===== config.mk =====
export PLATFORM = sky130hd
export DESIGN_NAME = decode_ctrl_pipe_flat
export DESIGN_NICKNAME = d
export VERILOG_FILES = /design/src/rtl/decode_ctrl_if.sv /design/src/rtl/decode_ctrl_pipe.sv /design/src/flat_wrapper.sv
export SDC_FILE = /design/constraint.sdc
export NUM_CORES = 1
export LEC_CHECK = 0
export CAP_MARGIN = 20
export CORE_ASPECT_RATIO = 1.5
export CORE_MARGIN = 4
export CORE_UTILIZATION = 47
export DETAILED_ROUTE_END_ITERATION = 8
export PLACE_DENSITY = 0.92
export SLEW_MARGIN = 20
export SYNTH_ARGS = -nofsm -noshare
export SYNTH_HDL_FRONTEND = slang
export SYNTH_SLANG_ARGS = --single-unit

===== constraint.sdc =====
create_clock -name clk -period 3.55 [get_ports clk]
set_input_delay 0.8875 -clock clk [delete_from_list [all_inputs] [get_ports clk]]
set_output_delay 0.8875 -clock clk [all_outputs]
set_load 0.005 [all_outputs]

===== src/rtl/decode_ctrl_if.sv =====
// Decode-stage bus: IF/DE instruction fields flow in, the decoded and
// registered DE/EX control bundles and the pipeline hold signals flow out.
// The master drives the instruction fields and flush_i. The slave is the
// decode controller.
interface decode_ctrl_if #(
    parameter int OPCODE_W = 5,
    parameter int COND_W   = 4,
    parameter int REG_W    = 4,
    parameter int EX_W     = 15,
    parameter int MA_W     = 2,
    parameter int WB_W     = 3
) ();
    logic                valid_i;
    logic [OPCODE_W-1:0] opcode_i;
    logic                bit16_i;
    logic [COND_W-1:0]   cond_i;
    logic [REG_W-1:0]    rs1_i;
    logic [REG_W-1:0]    rs2_i;
    logic [REG_W-1:0]    rd_i;
    logic                flush_i;
    logic [1:0]          sign_ext_o;
    logic                rs2_sel_o;
    logic [EX_W-1:0]     ex_o;
    logic [MA_W-1:0]     ma_o;
    logic [WB_W-1:0]     wb_o;
    logic [REG_W-1:0]    rd_o;
    logic                valid_o;
    logic                stall_o;
    logic                halt_o;
    logic                illegal_o;

    modport master (
        output valid_i, opcode_i, bit16_i, cond_i, rs1_i, rs2_i, rd_i, flush_i,
        input  sign_ext_o, rs2_sel_o, ex_o, ma_o, wb_o, rd_o, valid_o,
               stall_o, halt_o, illegal_o
    );

    modport slave (
        input  valid_i, opcode_i, bit16_i, cond_i, rs1_i, rs2_i, rd_i, flush_i,
        output sign_ext_o, rs2_sel_o, ex_o, ma_o, wb_o, rd_o, valid_o,
               stall_o, halt_o, illegal_o
    );
endinterface


===== src/rtl/decode_ctrl_pipe.sv =====
// Registered decode-stage controller.
// It decodes opcode/bit16/cond into the EX/MA/WB control bundles and holds
// them in the DE/EX control register. It also handles load-use stall,
// branch/jump flush, HLT freeze and illegal-opcode drop.
// Optional feature macro: DECODE_PERF_CNT_EN adds saturating stall and flush
// counters (stall_cnt_o, flush_cnt_o).
//
// ISA opcodes:
//   NOP=0 ADD=1 SUB=2 AND=3 OR=4 XOR=5 NOT=6 SHL=7 LD=8 STX=9 BXX=10 JMP=11 HLT=12
//   Opcodes 13 and above are illegal.
//
// EX bundle fields:
//   [2:0] ALU_CTRL   [3] ALU_SRC2 (immediate)   [4] BRANCH   [5] JUMP   [6] LINK
//   [10:7] COND   [11] MEM_ADDR   [12] SHIFT   [13] HALT   [14] reserved (0)
// MA bundle fields:
//   [0] MA_EN   [1] MA_RW (1 = store)
// WB bundle fields:
//   [0] WB_R_WE   [2:1] WB_SRC (00 = ALU, 01 = memory, 10 = link PC)
//
// sign_ext_o modes:
//   00 = zero / none
//   01 = sign-extended data immediate (ADD/SUB/LD with bit16, STX)
//   10 = sign-extended branch offset (BXX)
module decode_ctrl_pipe #(
    parameter int OPCODE_W = 5,
    parameter int COND_W   = 4,
    parameter int REG_W    = 4,
    parameter int EX_W     = 15,
    parameter int MA_W     = 2,
    parameter int WB_W     = 3,
    parameter int CNT_W    = 16
) (
    input  logic             clk,
    input  logic             rst,
    decode_ctrl_if.slave     bus
`ifdef DECODE_PERF_CNT_EN
    ,
    output logic [CNT_W-1:0] stall_cnt_o,
    output logic [CNT_W-1:0] flush_cnt_o
`endif
);

    localparam logic [OPCODE_W-1:0] OP_NOP = OPCODE_W'(0);
    localparam logic [OPCODE_W-1:0] OP_ADD = OPCODE_W'(1);
    localparam logic [OPCODE_W-1:0] OP_SUB = OPCODE_W'(2);
    localparam logic [OPCODE_W-1:0] OP_AND = OPCODE_W'(3);
    localparam logic [OPCODE_W-1:0] OP_OR  = OPCODE_W'(4);
    localparam logic [OPCODE_W-1:0] OP_XOR = OPCODE_W'(5);
    localparam logic [OPCODE_W-1:0] OP_NOT = OPCODE_W'(6);
    localparam logic [OPCODE_W-1:0] OP_SHL = OPCODE_W'(7);
    localparam logic [OPCODE_W-1:0] OP_LD  = OPCODE_W'(8);
    localparam logic [OPCODE_W-1:0] OP_STX = OPCODE_W'(9);
    localparam logic [OPCODE_W-1:0] OP_BXX = OPCODE_W'(10);
    localparam logic [OPCODE_W-1:0] OP_JMP = OPCODE_W'(11);
    localparam logic [OPCODE_W-1:0] OP_HLT = OPCODE_W'(12);

    typedef enum logic {
        ST_RUN  = 1'b0,
        ST_HALT = 1'b1
    } state_e;

    state_e state_q, state_d;

    // Decoded fields of the instruction currently in IF/DE.
    logic [2:0]        alu_ctrl;
    logic              alu_src2;
    logic              need_rs1;
    logic              need_rs2;
    logic              branch;
    logic              jump;
    logic              link;
    logic [COND_W-1:0] cond;
    logic              mem_addr;
    logic              shift;
    logic              hlt;
    logic              ma_en;
    logic              ma_rw;
    logic              wb_we;
    logic [1:0]        wb_src;
    logic              sel_rd;
    logic [1:0]        sext;
    logic              legal;

    logic [EX_W-1:0]   ex_dec;
    logic [MA_W-1:0]   ma_dec;
    logic [WB_W-1:0]   wb_dec;

    logic [EX_W-1:0]   ex_q;
    logic [MA_W-1:0]   ma_q;
    logic [WB_W-1:0]   wb_q;
    logic [REG_W-1:0]  rd_q;
    logic              valid_q;
    logic              illegal_q;

    logic [REG_W-1:0]  rs2_eff;
    logic              load_in_ex;
    logic              hazard;
    logic              load;
    logic              stall;
    logic              illegal_d;
    logic              flush_bubble;

    // Instruction decode table.
    // Every field not named by an opcode stays 0.
    always_comb begin
        // NOTE: every combinational output gets a default before the case,
        // so no path leaves a signal unassigned and no latch is inferred.
        alu_ctrl = 3'b000;
        alu_src2 = 1'b0;
        need_rs1 = 1'b0;
        need_rs2 = 1'b0;
        branch   = 1'b0;
        jump     = 1'b0;
        link     = 1'b0;
        cond     = '0;
        mem_addr = 1'b0;
        shift    = 1'b0;
        hlt      = 1'b0;
        ma_en    = 1'b0;
        ma_rw    = 1'b0;
        wb_we    = 1'b0;
        wb_src   = 2'b00;
        sel_rd   = 1'b0;
        sext     = 2'b00;
        legal    = 1'b1;
        case (bus.opcode_i)
            OP_NOP: ;
            OP_ADD, OP_SUB, OP_AND, OP_OR, OP_XOR, OP_SHL: begin
                case (bus.opcode_i)
                    OP_ADD:  alu_ctrl = 3'b001;
                    OP_SUB:  alu_ctrl = 3'b010;
                    OP_AND:  alu_ctrl = 3'b011;
                    OP_OR:   alu_ctrl = 3'b100;
                    OP_XOR:  alu_ctrl = 3'b101;
                    default: alu_ctrl = 3'b111;
                endcase
                shift    = (bus.opcode_i == OP_SHL);
                need_rs1 = 1'b1;
                wb_we    = 1'b1;
                alu_src2 = bus.bit16_i;
                need_rs2 = !bus.bit16_i;
                // Only arithmetic immediates are signed; logic/shift immediates zero-extend.
                if (bus.bit16_i && (bus.opcode_i == OP_ADD || bus.opcode_i == OP_SUB))
                    sext = 2'b01;
            end
            OP_NOT: begin
                alu_ctrl = 3'b110;
                need_rs1 = 1'b1;
                wb_we    = 1'b1;
            end
            OP_LD: begin
                alu_ctrl = 3'b001;
                need_rs1 = 1'b1;
                alu_src2 = bus.bit16_i;
                need_rs2 = !bus.bit16_i;
                sext     = bus.bit16_i ? 2'b01 : 2'b00;
                mem_addr = 1'b1;
                ma_en    = 1'b1;
                wb_we    = 1'b1;
                wb_src   = 2'b01;
            end
            OP_STX: begin
                // Address is rs1 + imm. Store data is read through RF port 2 from rd.
                alu_ctrl = 3'b001;
                alu_src2 = 1'b1;
                need_rs1 = 1'b1;
                need_rs2 = 1'b1;
                sel_rd   = 1'b1;
                sext     = 2'b01;
                mem_addr = 1'b1;
                ma_en    = 1'b1;
                ma_rw    = 1'b1;
            end
            OP_BXX: begin
                branch   = 1'b1;
                cond     = bus.cond_i;
                alu_src2 = 1'b1;
                sext     = 2'b10;
            end
            OP_JMP: begin
                jump     = 1'b1;
                need_rs1 = 1'b1;
                link     = bus.bit16_i;
                wb_we    = bus.bit16_i;
                wb_src   = bus.bit16_i ? 2'b10 : 2'b00;
            end
            OP_HLT: hlt = 1'b1;
            default: legal = 1'b0;
        endcase
    end

    assign ex_dec = EX_W'({1'b0, hlt, shift, mem_addr, cond, link, jump, branch,
                           alu_src2, alu_ctrl});
    assign ma_dec = MA_W'({ma_rw, ma_en});
    assign wb_dec = WB_W'({wb_src, wb_we});

    // With no valid instruction present, the RF port-select and immediate mode are don't-cares, so they drive 0.
    assign bus.rs2_sel_o  = bus.valid_i & sel_rd;
    assign bus.sign_ext_o = bus.valid_i ? sext : 2'b00;

    // Load-use detection against the load currently held in DE/EX.
    assign rs2_eff    = bus.rs2_sel_o ? bus.rd_i : bus.rs2_i;
    assign load_in_ex = valid_q & ma_q[0] & !ma_q[1] & wb_q[0];
    assign hazard     = load_in_ex & bus.valid_i &
                        ((need_rs1 & (bus.rs1_i == rd_q)) |
                         (need_rs2 & (rs2_eff == rd_q)));

    // FSM next state and per-edge action.
    // Priority order: HALT, then flush, then hazard, then illegal, then accept.
    always_comb begin
        state_d      = state_q;
        load         = 1'b0;
        stall        = 1'b0;
        illegal_d    = 1'b0;
        flush_bubble = 1'b0;
        case (state_q)
            ST_HALT: stall = 1'b1;
            default: begin
                if (bus.flush_i) begin
                    flush_bubble = 1'b1;
                end else if (hazard) begin
                    stall = 1'b1;
                end else if (bus.valid_i && !legal) begin
                    illegal_d = 1'b1;
                end else if (bus.valid_i) begin
                    load = 1'b1;
                    if (bus.opcode_i == OP_HLT) state_d = ST_HALT;
                end
            end
        endcase
    end

    // FSM state register. HALT is left only through reset.
    always_ff @(posedge clk or posedge rst) begin
        // NOTE: reset is asynchronous, so it appears in the sensitivity list
        // and acts without waiting for a clock edge.
        if (rst) state_q <= ST_RUN;
        else     state_q <= state_d;
    end

    // DE/EX control register. Anything other than an accepted instruction loads an all-zero bubble.
    always_ff @(posedge clk or posedge rst) begin
        // NOTE: sequential state uses non-blocking assignments so every
        // register samples pre-edge values regardless of statement order.
        if (rst) begin
            ex_q      <= '0;
            ma_q      <= '0;
            wb_q      <= '0;
            rd_q      <= '0;
            valid_q   <= 1'b0;
            illegal_q <= 1'b0;
        end else begin
            ex_q      <= load ? ex_dec : '0;
            ma_q      <= load ? ma_dec : '0;
            wb_q      <= load ? wb_dec : '0;
            rd_q      <= load ? bus.rd_i : '0;
            valid_q   <= load;
            illegal_q <= illegal_d;
        end
    end

    assign bus.ex_o      = ex_q;
    assign bus.ma_o      = ma_q;
    assign bus.wb_o      = wb_q;
    assign bus.rd_o      = rd_q;
    assign bus.valid_o   = valid_q;
    assign bus.illegal_o = illegal_q;
    assign bus.stall_o   = stall;
    assign bus.halt_o    = (state_q == ST_HALT);

`ifdef DECODE_PERF_CNT_EN
    // Saturating count of load-use stall cycles taken while running.
    always_ff @(posedge clk or posedge rst) begin
        if (rst)
            stall_cnt_o <= '0;
        else if (state_q == ST_RUN && stall && stall_cnt_o != '1)
            stall_cnt_o <= stall_cnt_o + CNT_W'(1);
    end

    // Saturating count of bubbles inserted because of flush_i.
    always_ff @(posedge clk or posedge rst) begin
        if (rst)
            flush_cnt_o <= '0;
        else if (flush_bubble && flush_cnt_o != '1)
            flush_cnt_o <= flush_cnt_o + CNT_W'(1);
    end
`endif

endmodule

===== src/flat_wrapper.sv =====
// flat-port wrapper written by rule: the top's interface ports become plain ports
module decode_ctrl_pipe_flat 
#(
    parameter int OPCODE_W = 5,
    parameter int COND_W   = 4,
    parameter int REG_W    = 4,
    parameter int EX_W     = 15,
    parameter int MA_W     = 2,
    parameter int WB_W     = 3,
    parameter int CNT_W    = 16
)
  (clk, rst, bus_valid_i, bus_opcode_i, bus_bit16_i, bus_cond_i, bus_rs1_i, bus_rs2_i, bus_rd_i, bus_flush_i, bus_sign_ext_o, bus_rs2_sel_o, bus_ex_o, bus_ma_o, bus_wb_o, bus_rd_o, bus_valid_o, bus_stall_o, bus_halt_o, bus_illegal_o);
  decode_ctrl_if #(.OPCODE_W(OPCODE_W), .COND_W(COND_W), .REG_W(REG_W), .EX_W(EX_W), .MA_W(MA_W), .WB_W(WB_W)) bus_i ();
  input  logic clk;
  input  logic rst;
  input wire logic [$bits(bus_i.valid_i)-1:0] bus_valid_i;
  input wire logic [$bits(bus_i.opcode_i)-1:0] bus_opcode_i;
  input wire logic [$bits(bus_i.bit16_i)-1:0] bus_bit16_i;
  input wire logic [$bits(bus_i.cond_i)-1:0] bus_cond_i;
  input wire logic [$bits(bus_i.rs1_i)-1:0] bus_rs1_i;
  input wire logic [$bits(bus_i.rs2_i)-1:0] bus_rs2_i;
  input wire logic [$bits(bus_i.rd_i)-1:0] bus_rd_i;
  input wire logic [$bits(bus_i.flush_i)-1:0] bus_flush_i;
  output wire logic [$bits(bus_i.sign_ext_o)-1:0] bus_sign_ext_o;
  output wire logic [$bits(bus_i.rs2_sel_o)-1:0] bus_rs2_sel_o;
  output wire logic [$bits(bus_i.ex_o)-1:0] bus_ex_o;
  output wire logic [$bits(bus_i.ma_o)-1:0] bus_ma_o;
  output wire logic [$bits(bus_i.wb_o)-1:0] bus_wb_o;
  output wire logic [$bits(bus_i.rd_o)-1:0] bus_rd_o;
  output wire logic [$bits(bus_i.valid_o)-1:0] bus_valid_o;
  output wire logic [$bits(bus_i.stall_o)-1:0] bus_stall_o;
  output wire logic [$bits(bus_i.halt_o)-1:0] bus_halt_o;
  output wire logic [$bits(bus_i.illegal_o)-1:0] bus_illegal_o;
  assign bus_i.valid_i = bus_valid_i;
  assign bus_i.opcode_i = bus_opcode_i;
  assign bus_i.bit16_i = bus_bit16_i;
  assign bus_i.cond_i = bus_cond_i;
  assign bus_i.rs1_i = bus_rs1_i;
  assign bus_i.rs2_i = bus_rs2_i;
  assign bus_i.rd_i = bus_rd_i;
  assign bus_i.flush_i = bus_flush_i;
  assign bus_sign_ext_o = bus_i.sign_ext_o;
  assign bus_rs2_sel_o = bus_i.rs2_sel_o;
  assign bus_ex_o = bus_i.ex_o;
  assign bus_ma_o = bus_i.ma_o;
  assign bus_wb_o = bus_i.wb_o;
  assign bus_rd_o = bus_i.rd_o;
  assign bus_valid_o = bus_i.valid_o;
  assign bus_stall_o = bus_i.stall_o;
  assign bus_halt_o = bus_i.halt_o;
  assign bus_illegal_o = bus_i.illegal_o;
  decode_ctrl_pipe #(.OPCODE_W(OPCODE_W), .COND_W(COND_W), .REG_W(REG_W), .EX_W(EX_W), .MA_W(MA_W), .WB_W(WB_W), .CNT_W(CNT_W)) u_core (.clk(clk), .rst(rst), .bus(bus_i));
endmodule

==> metrics.txt, run 1 <==
status=completed; # hold bufs at CTS=0; Slowest-stage cell, CP=dlygate4sd2_1; DRC Markers=0; I/O Buffers=55; ratio of cells with drive above 1 in the final layout=0.255; Post-Syn Area=1450 µm²; antenna diode count=0; largest net degree at the start of global routing=26; Worst Clk Skew=3.54 ps; Yosys top cell by area=dfrtp_1; Pre-antenna DRT Iters=4; max-slew violations=0; DR vias=roughly 1,500; Routed WL=4.57 mm; Power Internal=approximately 0.45 mW; Final nets=247; Num CTS Buffers=3; GPL Wtd Cong=between 0.8 and 0.9; Synth Register Bits=25; initial antenna violation count=0; WL/cell=roughly 18 µm; Die Y=approximately 76 µm; Gate power share=0.244; Highest Signal Layer=met4; Design Power=0.625 mW; Yosys warning count=0; Slew HR=0.365; final setup vio count=0; post-synth net total=about 180; first-pass GRT wire length=between 6 and 7 mm; Clock Sinks=25; worst-margin pin slew=about 950 ps; crit-path max FO=13; DIE AREA=slightly above 4000 µm²; Hold Crit Class=flop to flop; critical path cell sequence=dlygate4sd2_1 > buf_4 > buf_4 > o21ai_2 > o211ai_1 > a21oi_2 > and3_4 > a31o_2 > clkdlybuf4s15_1; Iter 0 DRT Violations=~140; vias per cell=5.64; Rows=24; met2 wire len=roughly 2.6 mm; Clock Latency Late Sink=between 200 and 300 ps; most frequent cell on the critical path=buf_4; number of synthesized flops with an enable pin=0; Max Freq=around 280 MHz; Seq/Total Area, Yosys=0.433; Mean Syn Cell Area=between 9 and 10 µm²; top post-synthesis cells by count=25 x dfrtp_1, 10 x nand2_1, 10 x nor2_1, 9 x inv_1, 8 x nor3_1; CP max stage delay=about 280 ps; Crit path arrival time=between 2000 and 3000 ps; net load switching power=about 0.18 mW; critical path class=input pin to output pin; Startpoint Class=input pin; gr usage total=0.227; top-count cell post-synth=dfrtp_1; metal3 WL=between 300 and 400 µm; Layout Cells excl Fill=around 260; Die Width=approximately 53 µm; endpoints failing hold=0; clock power share=0.282; Routed Antenna Nets=0; synthesized instance count=150; WP data required=approximately 2700 ps; top_reg_cell synth=dfrtp_1; share of the synthesized area in the top cell type=0.433; clock buffer depth=2; worst vdd ir=roughly 250 µV; setup_tns=0 ps; Root Driver=clkbuf_8; Pwr Density=about 270 nW/µm²; Final Critical Period=~3500 ps; Netlist cell types=44; Seq pwr share=0.474; Area growth, synth to finish=57.1%; grt ovf=0; placed insts=approximately 250; final hold slack=between 500 and 600 ps; I/O pins=57; final period utilization=0.991; CTS tree=done; vias in the first global route=between 1,000 and 1,500; met1 WL=between 1 and 1.5 mm; hpwl dp=around 3.2 mm; switching portion of total power=0.285; Core ar.=roughly 3000 µm²; async set-reset flop share out of synthesis=1.00; type of destination of the critical path=output pin; H-tree depth=1; Reg clk slew, reported paths=around 90 ps; leakage power=~0.97 nW; # Max-Cap Violations=0; Initial Utilization=0.491; synth top area cells=dfrtp_1 43%, nor2_4 3.9%, xor2_1 3.0%
==> cell families (layout without fill, tap and decap cells) <==
family | count (synthesis) | in the layout | share of synthesized area
AO/OA/AOI/OAI | 24 | 24 | 0.107
XOR/XNOR | 6 | 6 | 0.0363
buffers and inverters | 19 | 89 | 0.0787
flip-flops | 25 | 25 | 0.433
multiplexers | 2 | 2 | 0.0156
other | 1 | 1 | 0.00259
AND/OR/NAND/NOR | 73 | 73 | 0.327
==> power groups by stage <==
stage | Clock [mW] | Combinational, mW | Sequential, mW
6_report | 0.176 | 0.152 | 0.296
5_1_grt | 0.191 | 0.162 | 0.297
4_1_cts | 0.174 | 0.143 | 0.296
3_5_place_dp | 0 | 0.137 | 0.301
3_3_place_gp | 0 | 0.131 | 0.301
2_1_floorplan | 0 | 0.0638 | 0.301
==> state kept, by name, summed over array words and instances (netlist names) <==
signal                flops
u_core.bus.ex_o          13
u_core.bus.ma_o           2
u_core.bus.halt_o         1
u_core.bus.valid_o        1
u_core.bus.wb_o           3
u_core.bus.illegal_o      1
u_core.bus.rd_o           4
==> routing by layer <==
layer | GRT usage | up-vias
li1 | - | 654
met1 | 0.239 | 701
met2 | 0.404 | 83
met3 | 0.0255 | 23
met4 | 0.138 | 0
met5 | 0 | -
==> final cells by class <==
type | count | area (µm²)
inverter | 9 | 33.8
timing repair buffer | 76 | 719
sequential | 25 | 626
tap | 39 | 48.8
clock buffer | 3 | 41.3
clock inverter | 1 | 5.00
fill | 201 | 671
multi-input combinational | 106 | 798
==> cells in the final DEF (no fill, tap or decap), drive strengths merged, types with 2 or more instances in the layout <==
| master | instances |
|---|---|
| and2 | 3 |
| dlygate4sd2 | 7 |
| clkdlybuf4s50 | 47 |
| nor3b | 4 |
| nor4 | 5 |
| nand3 | 3 |
| xor2 | 5 |
| nor2 | 20 |
| nand2 | 10 |
| o211ai | 2 |
| o21ai | 4 |
| a31o | 2 |
| or4 | 3 |
| nand2b | 4 |
| inv | 9 |
| nor3 | 8 |
| nor2b | 5 |
| a21oi | 6 |
| a31oi | 2 |
| nand4 | 2 |
| a211oi | 2 |
| clkbuf | 3 |
| buf | 21 |
| o22ai | 2 |
| dfrtp | 25 |
| mux2 | 2 |
==> worst max-delay path, delay by kind of cell <==
kind / cells / cell delay [ps]
AOI/OAI and AO/OA: 4 / 670
buffers and inverters: 4 / 850
and+or+nand+nor: 1 / 220
==> through the flow <==
stage               setup WS, ps  cell area [µm²]   util
finish                      33.6             2270  0.772
floorplan                    631             1450      -
global route               -29.8             2270  0.772
global placement            -296             2120  0.721
detailed placement          -417             2120  0.721
CTS                         76.9             2240  0.760
==> timing repair <==
action | in CTS | in global routing
gates resized for setup | 21 | 9
setup buffers | 2 | 0
pin swaps | 8 | 5
endpoints found under the setup margin | 3 | 1
==> final timing paths <==
path / start / endpoint / slack, ps / cells after the start
setup / recovery: bus_opcode_i[3] / bus_stall_o / 30 / 9
hold / removal: u_core.bus.halt_o / u_core.bus.ex_o[13] / 520 / 1
setup reg to reg: u_core.bus.rd_o[3] / u_core.bus.ex_o[12] / 1390 / 8
hold reg to reg: u_core.bus.halt_o / u_core.bus.ex_o[13] / 520 / 1
max in group asynchronous: rst / u_core.bus.rd_o[0] / 1850 / 2
min in group asynchronous: rst / u_core.bus.ex_o[10] / 1120 / 2
No activity file was read; power rests on OpenSTA's default activity.
==> inputs of run 2 (changes only) <==
--- a/config.mk
+++ b/config.mk
@@ -11,7 +11,7 @@
 export CORE_UTILIZATION = 47
 export DETAILED_ROUTE_END_ITERATION = 8
 export PLACE_DENSITY = 0.92
-export SLEW_MARGIN = 20
+export SLEW_MARGIN = 10
 export SYNTH_ARGS = -nofsm -noshare
 export SYNTH_HDL_FRONTEND = slang
 export SYNTH_SLANG_ARGS = --single-unit
==> results of run 2 <==
Same layout as run 1: the final DEF is identical, and so are final timing and power.
==> edit (settings of run 1) <==
Take the reset off `ex_q` and `rd_q` and load them in a clocked block of their own.
--- a/src/rtl/decode_ctrl_pipe.sv
+++ b/src/rtl/decode_ctrl_pipe.sv
@@ -243,20 +243,21 @@
         // NOTE: sequential state uses non-blocking assignments so every
         // register samples pre-edge values regardless of statement order.
         if (rst) begin
-            ex_q      <= '0;
             ma_q      <= '0;
             wb_q      <= '0;
-            rd_q      <= '0;
             valid_q   <= 1'b0;
             illegal_q <= 1'b0;
         end else begin
-            ex_q      <= load ? ex_dec : '0;
             ma_q      <= load ? ma_dec : '0;
             wb_q      <= load ? wb_dec : '0;
-            rd_q      <= load ? bus.rd_i : '0;
             valid_q   <= load;
             illegal_q <= illegal_d;
         end
+    end
+
+    always_ff @(posedge clk) begin
+        ex_q <= load ? ex_dec : '0;
+        rd_q <= load ? bus.rd_i : '0;
     end
 
     assign bus.ex_o      = ex_q;
Behaviour: not the same (Yosys sat finds a counterexample within 4 cycles, from zero or initial values and one cycle with rst high).
==> edit against run 1 <==
- clock power grew 38%
- highest routed layer unchanged
- setup slack better by 0.086 ns
- sequential cell count increased by 1
- wire length grew 5.2%
- final area is essentially flat
- synthesized cell count rose by 0.67%
- non-clock buffer count increased by 12
- fmax is 2.5% higher
- synthesized area is 6.2% lower
- critical endpoint unchanged
- power grew 11%
==> edit: results (changes against run 1) <==
status - complete, no violations (unchanged)
hold depth - 1 (unchanged)
R2R Setup Slk - 1.05 ns (was 1.39 ns)
Leak - 0.999 nW (was 0.971 nW)
top cells by count, synth - dfxtp_1, inv_1, nor3_1 (was dfrtp_1, nand2_1, nor2_1)
Total Routed Length - 4810 µm (was 4570 µm)
Critical Path Fanout Max - 4 (was 13)
Worst-Margin Slew - 0.786 ns (was 0.951 ns)
placed cells - 256 (was 253)
HP Start - u_core.bus.halt_o (unchanged)
HP Class - flop to flop (unchanged)
Avg WL per Cell - 18.0 µm (was 17.7 µm)
Clock Pin Slew Worst Setup and Hold Paths - 0.09 ns (about the same)
hold path endpoint - u_core.bus.halt_o (was u_core.bus.ex_o[13])
Post-Syn Nets - 177 (was 176)
VDD IR max - 0.000309 V (was 0.000249 V)
distinct cell type count after synthesis - 47 (was 44)
worst reg2reg path depth - 8 (unchanged)
Ys Warns - 0 (unchanged)
reg2reg end - u_core.bus.rd_o[3] (was u_core.bus.ex_o[12])
first-pass GRT wire length - 6950 µm (was 6880 µm)
max_cap viols - 0 (unchanged)
Detailed Routing Iterations Pass 1 - 4 (unchanged)
GRT Resource Usage Total - 24.6% (was 22.7%)
critical path's largest stage delay - 0.49 ns (was 0.28 ns)
# fillers - 148 (was 201)
RR Startpoint - u_core.bus.rd_o[3] (unchanged)
worst setup path startpoint - bus_bit16_i (was bus_opcode_i[3])
via total after detailed routing - 1539 (was 1461)
largest net degree at the start of global routing - 16 (was 26)
Worst Skew - 0.00539 ns (was 0.00354 ns)
Hold WS - 0.535 ns (was 0.520 ns)
Async SR Flop Fraction - 30.8% (was 100%)
arrival time at the worst endpoint - 2.54 ns (was 2.63 ns)
clk buf depth - 2 (unchanged)
Gate Count Post-Synth - 151 (was 150)
# diodes - 0 (unchanged)
slowest CP cell - clkdlybuf4s50_1 (was dlygate4sd2_1)
initial drt markers - 103 (was 144)
clk root buf - clkbuf_8 (unchanged)
number of global-route vias before repair - 1520 (was 1488)
post-synthesis sequential area ratio - 41.3% (was 43.3%)
RePlAce Congestion - 0.964 (was 0.836)
Synth area leaders - dfxtp_1, dfrtp_1, xor2_1, nor2b_1, nor3_1 (was dfrtp_1, nor2_4, xor2_1, nor3_1, nand2_1)
Final HPWL DP - 3140 µm (was 3200 µm)
max reg flops - 14 (was 13)
layout cells sized above 1 - 26.4% (was 25.5%)
==> edit: layout make-up <==
class | count | area share (%)
clock buffer | 3 | 1.82
multi-input combinational | 103 | 33.2
timing repair buffer | 88 | 35.3
inverter | 10 | 1.65
sequential | 26 | 24.7
clock inverter | 1 | 1.32
tap | 37 | 2.04
==> edit: repair_timing <==
action,CTS,global route
hold endpoints to repair,0,0
pin swaps,1,2
gates resized for setup,12,17
setup endpoints to repair,4,2
setup buffers,6,2
==> edit: stage by stage <==
stage / setup slack (ns) / utilization [%] / area, µm²
after floorplan: 0.439 / - / 1360
after global placement: -0.565 / 75.5 / 2060
after detailed placement: -0.653 / 75.5 / 2060
after CTS: -0.198 / 80.6 / 2200
after global routing: 0.0720 / 83.2 / 2270
final: 0.120 / 83.2 / 2270
==> edit: logic make-up after synthesis <==
| kind of cell | count (synthesis) | synth area share [%] |
|---|---|---|
| buffers and inverters | 22 | 8.39 |
| and+or+nand+nor | 70 | 32.9 |
| other | 1 | 0.276 |
| AOI/OAI and AO/OA | 26 | 13.2 |
| xor gates and xnor gates | 6 | 3.87 |
| DFF | 26 | 41.3 |
==> edit: report_power, final <==
part | total [W] | internal (W) | switching (W)
combinational | 0.000149 | 0.0000760 | 0.0000726
sequential | 0.000303 | 0.000299 | 0.00000466
clock | 0.000242 | 0.000151 | 0.0000911
total | 0.000694 | 0.000525 | 0.000168
==> edit: metal layers <==
layer  track usage, %  share of wire [%]  wire (µm)
met1             26.5                 35       1680
met2             43.4                 54       2600
met3             2.23                6.3        305
met4             17.8                4.7        227
met5                0                  0          0
==> edit: worst max-delay path, delay by kind of cell <==
kind                   cells  cell delay, ns
AOI/OAI and AO/OA          3            0.51
and+or+nand+nor            2            0.46
buffers and inverters      2            0.68
